`config.mk`:
```
export PLATFORM = sky130hd
export DESIGN_NAME = rsa32_arb
export DESIGN_NICKNAME = d
export VERILOG_FILES = /design/src/rtl/rsa32_arb_pkg.sv /design/src/rtl/rsa32_rr_pick.sv /design/src/rtl/rsa32_arb.sv
export SDC_FILE = /design/constraint.sdc
export NUM_CORES = 1
export LEC_CHECK = 0
export ABC_AREA = 0
export ABC_CLOCK_PERIOD_IN_PS = 1850
export CORE_AREA = 2 2 143 145
export DETAILED_ROUTE_END_ITERATION = 16
export DIE_AREA = 0 0 145 147
export HOLD_SLACK_MARGIN = 0.15
export PLACE_DENSITY = 0.67
export SETUP_SLACK_MARGIN = 0.3
export SYNTH_ARGS = -nofsm -noshare
export SYNTH_HDL_FRONTEND = slang
export SYNTH_SLANG_ARGS = --single-unit
export TNS_END_PERCENT = 100
```
`constraint.sdc`:
```
create_clock -name i_clk -period 1.85 [get_ports i_clk]
set_input_delay 0.2775 -clock i_clk [delete_from_list [all_inputs] [get_ports i_clk]]
set_output_delay 0.2775 -clock i_clk [all_outputs]
set_load 0.05 [all_outputs]
```
`src/rtl/rsa32_arb_pkg.sv`:
```
// rtl/rsa32_arb_pkg.sv - shared state type and operand slot helpers for rsa32_arb
package rsa32_arb_pkg;

   localparam int RSA_W = 32;

   typedef enum logic [1:0] {
      IDLE  = 2'd0,
      START = 2'd1,
      WAIT  = 2'd2,
      DONE  = 2'd3
   } state_t;

   // Operand buses pack one RSA_W-bit slot per requester; slot k starts at k*RSA_W.
   function automatic int slot_lsb(input int k);
      return k * RSA_W;
   endfunction

endpackage

```
`src/rtl/rsa32_rr_pick.sv`:
```
// rtl/rsa32_rr_pick.sv - combinational round-robin picker, search starts after last winner
module rsa32_rr_pick #(
   parameter int NREQ = 2,
   parameter int LW   = $clog2(NREQ)
) (
   input  logic [NREQ-1:0] req,
   input  logic [LW-1:0]   last,
   output logic            valid,
   output logic [LW-1:0]   idx
);

   logic [LW-1:0] cand;

   always_comb begin
      valid = 1'b0;
      idx   = '0;
      cand  = last;
      for (int i = 0; i < NREQ; i++) begin
         cand = (cand == LW'(NREQ - 1)) ? '0 : cand + 1'b1;
         if (!valid && req[cand]) begin
            valid = 1'b1;
            idx   = cand;
         end
      end
   end

endmodule

```
`src/rtl/rsa32_arb.sv`:
```
// rtl/rsa32_arb.sv - round-robin sequencer sharing one rsa32 core among NREQ requesters
// Optional WAIT watchdog compiled in with RSA32_ARB_TIMEOUT_EN.
module rsa32_arb
   import rsa32_arb_pkg::*;
#(
   parameter int NREQ    = 2,
   parameter int TIMEOUT = 1023
) (
   input  logic                  i_clk,
   input  logic                  i_rstn,
   input  logic [NREQ-1:0]       i_req,
   input  logic [NREQ*RSA_W-1:0] i_base,
   input  logic [NREQ*RSA_W-1:0] i_exp,
   input  logic [NREQ*RSA_W-1:0] i_N,
   output logic [NREQ-1:0]       o_gnt,
   output logic [NREQ-1:0]       o_done,
   output logic [RSA_W-1:0]      o_result,
   output logic                  o_busy,
   output logic                  o_timeout,
   output logic                  o_core_start,
   output logic [RSA_W-1:0]      o_core_base,
   output logic [RSA_W-1:0]      o_core_exp,
   output logic [RSA_W-1:0]      o_core_N,
   input  logic [RSA_W-1:0]      i_core_result,
   input  logic                  i_core_end
);

   localparam int LW = $clog2(NREQ);

   state_t        state, state_nx;
   logic [LW-1:0] idx, last_winner, pick_idx;
   logic          pick_valid;
   logic          wd_expire;

   rsa32_rr_pick #(.NREQ(NREQ), .LW(LW)) u_pick (
      .req   (i_req),
      .last  (last_winner),
      .valid (pick_valid),
      .idx   (pick_idx)
   );

   always_ff @(posedge i_clk or negedge i_rstn) begin
      if (!i_rstn) state <= IDLE;
      else         state <= state_nx;
   end

   always_comb begin
      state_nx = state;
      case (state)
         IDLE:  if (pick_valid) state_nx = START;
         START: state_nx = WAIT;
         WAIT:  if (i_core_end || wd_expire) state_nx = DONE;
         DONE:  state_nx = IDLE;
         default: state_nx = IDLE;
      endcase
   end

   always_comb begin
      o_core_start = (state == START);
      o_busy       = (state != IDLE);
      o_done       = (state == DONE) ? o_gnt : '0;
   end

   // Operands are sampled only at the grant edge; requesters are free to change them afterwards.
   always_ff @(posedge i_clk or negedge i_rstn) begin
      if (!i_rstn) begin
         idx         <= '0;
         last_winner <= LW'(NREQ - 1);
         o_gnt       <= '0;
         o_result    <= '0;
         o_core_base <= '0;
         o_core_exp  <= '0;
         o_core_N    <= '0;
      end else begin
         case (state)
            IDLE: if (pick_valid) begin
               idx         <= pick_idx;
               o_gnt       <= NREQ'(1) << pick_idx;
               o_core_base <= i_base[slot_lsb(int'(pick_idx)) +: RSA_W];
               o_core_exp  <= i_exp[slot_lsb(int'(pick_idx)) +: RSA_W];
               o_core_N    <= i_N[slot_lsb(int'(pick_idx)) +: RSA_W];
            end
            WAIT: begin
               if (i_core_end)     o_result <= i_core_result;
               else if (wd_expire) o_result <= '0;
            end
            DONE: begin
               o_gnt       <= '0;
               last_winner <= idx;
            end
            default: ;
         endcase
      end
   end

`ifdef RSA32_ARB_TIMEOUT_EN
   localparam int CW = $clog2(TIMEOUT + 1);

   logic [CW-1:0] wd_cnt;
   logic          timed_out;

   always_ff @(posedge i_clk or negedge i_rstn) begin
      if (!i_rstn)              wd_cnt <= '0;
      else if (state == WAIT)   wd_cnt <= wd_cnt + 1'b1;
      else                      wd_cnt <= '0;
   end

   assign wd_expire = (state == WAIT) && (wd_cnt == CW'(TIMEOUT));

   // A real end strobe in the expiry cycle takes priority over the abort.
   always_ff @(posedge i_clk or negedge i_rstn) begin
      if (!i_rstn)                                timed_out <= 1'b0;
      else if (wd_expire && !i_core_end)          timed_out <= 1'b1;
      else if (state == IDLE)                     timed_out <= 1'b0;
   end

   assign o_timeout = (state == DONE) && timed_out;
`else
   logic unused_timeout;
   assign unused_timeout = ^TIMEOUT;
   assign wd_expire      = 1'b0;
   assign o_timeout      = 1'b0;
`endif

endmodule
```
==> impl_metrics.ini <==
[routing]
drtPass1Iterations = 5
drcViolationCount = 0
num_vias = 6102
wire_per_inst_um = 18.7
first_iter_violations = 240
detail-route-antenna-nets = 0
routed_wirelength_mm = 24.1
viasPerCell = 4.72

[yosys]
yosysTopAreaCell = dfrtp_1
synth_edf_count = 0
synth_top_area_share_pct = 56.6
syn_inst = 632
ys.flop_type = dfrtp_1
ys_top_cells_by_area = dfrtp_1 (57%), a21oi_1 (17%), mux2_2 (6.5%), nand2_1 (6.4%), nor2_1 (6.3%)
async_flop_share_pct = 100
yosys_warnings = 0
yosysSeqAreaShare_pct = 57.0
syn_area_per_cell_um2 = 9.31
yosysUniqueCellTypes = 25
syn_nets = 865
synth.cell_area_um2 = 5880
ys_seq_elements = 134

[global_routing]
grt.met1_usage_pct = 24.5
grt_usage_pct = 20.7
grt_pass1_wl_mm = 34.5
first_global_vias = 6123
met3_usage_pct = 7.27
grt_busiest_layer = met2
grt_max_degree = 55
antenna_found_initial = 1
met2_usage_pct = 35.8
gr-total-overflow = 0

[cts]
htreeDepth = 4
clk-insertion-delay-late_ns = 0.41
tritoncts = built
root_buffer = clkbuf_16
cts_buffers = 17
clockBufferDepth = 2
cts.sinks = 134
clkTransAtPathRegs_ns = 0.06

[critical_path]
critical-path-max-stage-delay_ns = 0.65
arrival_ns = 2.05
crit_family = buffers and inverters
path_cells = clkdlybuf4s50_1, a21boi_4, clkbuf_16, a21oi_1, a21oi_1
worst-path-buf-inv = 2
path_class = input pin to flop
cpMaxStageDelayCell = clkdlybuf4s50_1
endpoint_kind = flop
cp.required_ns = 2.18
start_kind = input pin
critPathMaxFanout = 54
cpMostUsedCell = a21oi_1

[timing]
rsz0062_at_grt = yes
post-route-period-util_pct = 92.8
layout_min_cycle_time_ns = 1.72
slew_viol_final = 0
worst_clock_skew_ns = 0.0106
relSlewSlack_pct = 65.3
hold_violations = 0
setup_ws_ns = 0.133
fmax_mhz = 582
tightest_slew_ns = 0.521
setup_viol = 0

[layout]
multi_input_area_um2 = 3070
postLayoutCoreUtil_pct = 59.6
nNetsFinal = 1244
num-fill-cells = 1655
area_growth_pct = 101
fin_cells = 1294
drive_gt1_share_pct = 37.0
ff_latch_area_um2 = 3360

[die]
core_area_um2 = 19800
start_util_pct = 29.7
die_h_um = 147
fp.dieW_um = 145
die_area_um2 = 21300
core.rowCount = 52
pin_count = 364

[worst_hold_path]
hp-class = input pin to async pin

[power_and_ir_drop]
powerDensity_nw_per_um2 = 1960
power.leakage_nw = 4.83
vdd_drop_max_mv = 0.809

[placement]
portBuffers = 362
post-place-ws_ns = -0.0323
gp_congestion = 0.771
dp_cells = 1234
post-dp-hpwl_mm = 15.2

[status]
outcome = complete, no violations

[run]
cap_violations = 0
==> power by group <==
part           switching [mW]  leakage [nW]  internal [mW]
sequential              0.835          1.52           4.46
combinational            9.31          3.05           5.34
clock                    1.36         0.266           1.89
==> sequential cells by signal, summed over array words and instances (netlist names) <==
signal and cells:
o_gnt 2, state 2, o_core_exp 32, o_result 32
last_winner 1, o_core_N 32, o_core_base 32, idx 1
==> cell usage in the layout, fill, tap and decap left out, types with 3 or more instances in the layout <==
master / instances
nand2b_1: 3
dfrtp_1: 131
a21oi_1: 77
buf_6: 6
clkdlybuf4s15_2: 92
buf_4: 37
mux2_2: 33
a21oi_2: 81
clkbuf_2: 10
clkdlybuf4s50_1: 227
clkinvlp_4: 4
buf_12: 17
clkbuf_16: 25
a21oi_4: 36
nor2_1: 98
ha_4: 3
nand2_1: 98
inv_6: 5
buf_16: 7
==> stage by stage <==
| stage | hold WS (ns) | setup TNS, ns | power [mW] | instance area (um^2) |
|---|---|---|---|---|
| floorplan | -0.0181 | 0 | 13.4 | 5880 |
| global placement | 0.192 | -0.00350 | 17.9 | 9870 |
| detailed placement | 0.194 | -0.201 | 18.0 | 9870 |
| CTS | 0.328 | 0 | 22.0 | 11000 |
| global route | 0.366 | 0 | 24.3 | 11800 |
| finish | 0.350 | 0 | 23.2 | 11800 |
==> cells in the mapped netlist, drive strengths merged, types with 2 or more instances <==
library cell	n
a21oi	194
a2bb2oi	2
and2	2
buf	29
clkbuf	19
dfrtp	133
ha	4
inv	3
mux2	34
nand2	100
nand2b	3
nor2	98
o21ai	4
==> final timing paths <==
check | end | start | slack [ns] | cells after the start
worst max-delay path | o_core_exp[27]$_DFFE_PN0P_ | i_req[1] | 0.13 | 5
worst min-delay path | o_result[23]$_DFFE_PN0P_ | i_rstn | 0.35 | 2
worst max register to register | o_core_base[11]$_DFFE_PN0P_ | state[1]$_DFFE_PN0P_ | 0.22 | 9
worst min register to register | o_result[3]$_DFFE_PN0P_ | o_result[3]$_DFFE_PN0P_ | 0.50 | 1
max in group asynchronous | o_result[5]$_DFFE_PN0P_ | i_rstn | 0.86 | 3
min in group i_clk | o_core_N[25]$_DFFE_PN0P_ | i_N[25] | 0.40 | 3
==> kinds of logic (layout without fill, tap and decap cells) <==
group	count (synthesis)	after routing	share of synthesized area, %
AOI/OAI and AO/OA	204	204	17.8
other	1	2	0.0637
and+or+nand+nor	204	204	13.3
muxes	34	34	6.51
adders and majority gates	4	4	0.851
buffers and inverters	51	442	4.47
DFF	134	134	57.0
==> timing repair <==
action / CTS / global route
setup buffers: 11 / 0
cloned: 7 / 9
endpoints found under the hold margin: 111 / 0
pin swaps: 7 / 69
setup endpoints to repair: 141 / 144
hold buffers: 1 / 0
gates resized for setup: 341 / 162
==> layer usage <==
layer | vias to the layer above | share of wire [%] | wire length, um
li1 | 2883 | - | -
met1 | 2929 | 40 | 9680
met2 | 256 | 51 | 12200
met3 | 34 | 7.3 | 1770
met4 | 0 | 2.0 | 484
met5 | - | 0 | 0
==> cell type report <==
class | instances | share of cell area, %
Inverter | 3 | 0.137
Multi-Input combinational cell | 447 | 25.9
Sequential cell | 134 | 28.4
Tap cell | 270 | 2.86
Clock inverter | 13 | 1.04
Antenna cell | 1 | 0.0212
Timing Repair Buffer | 408 | 37.9
Clock buffer | 18 | 3.71
Power figures use the tool's default switching activity.
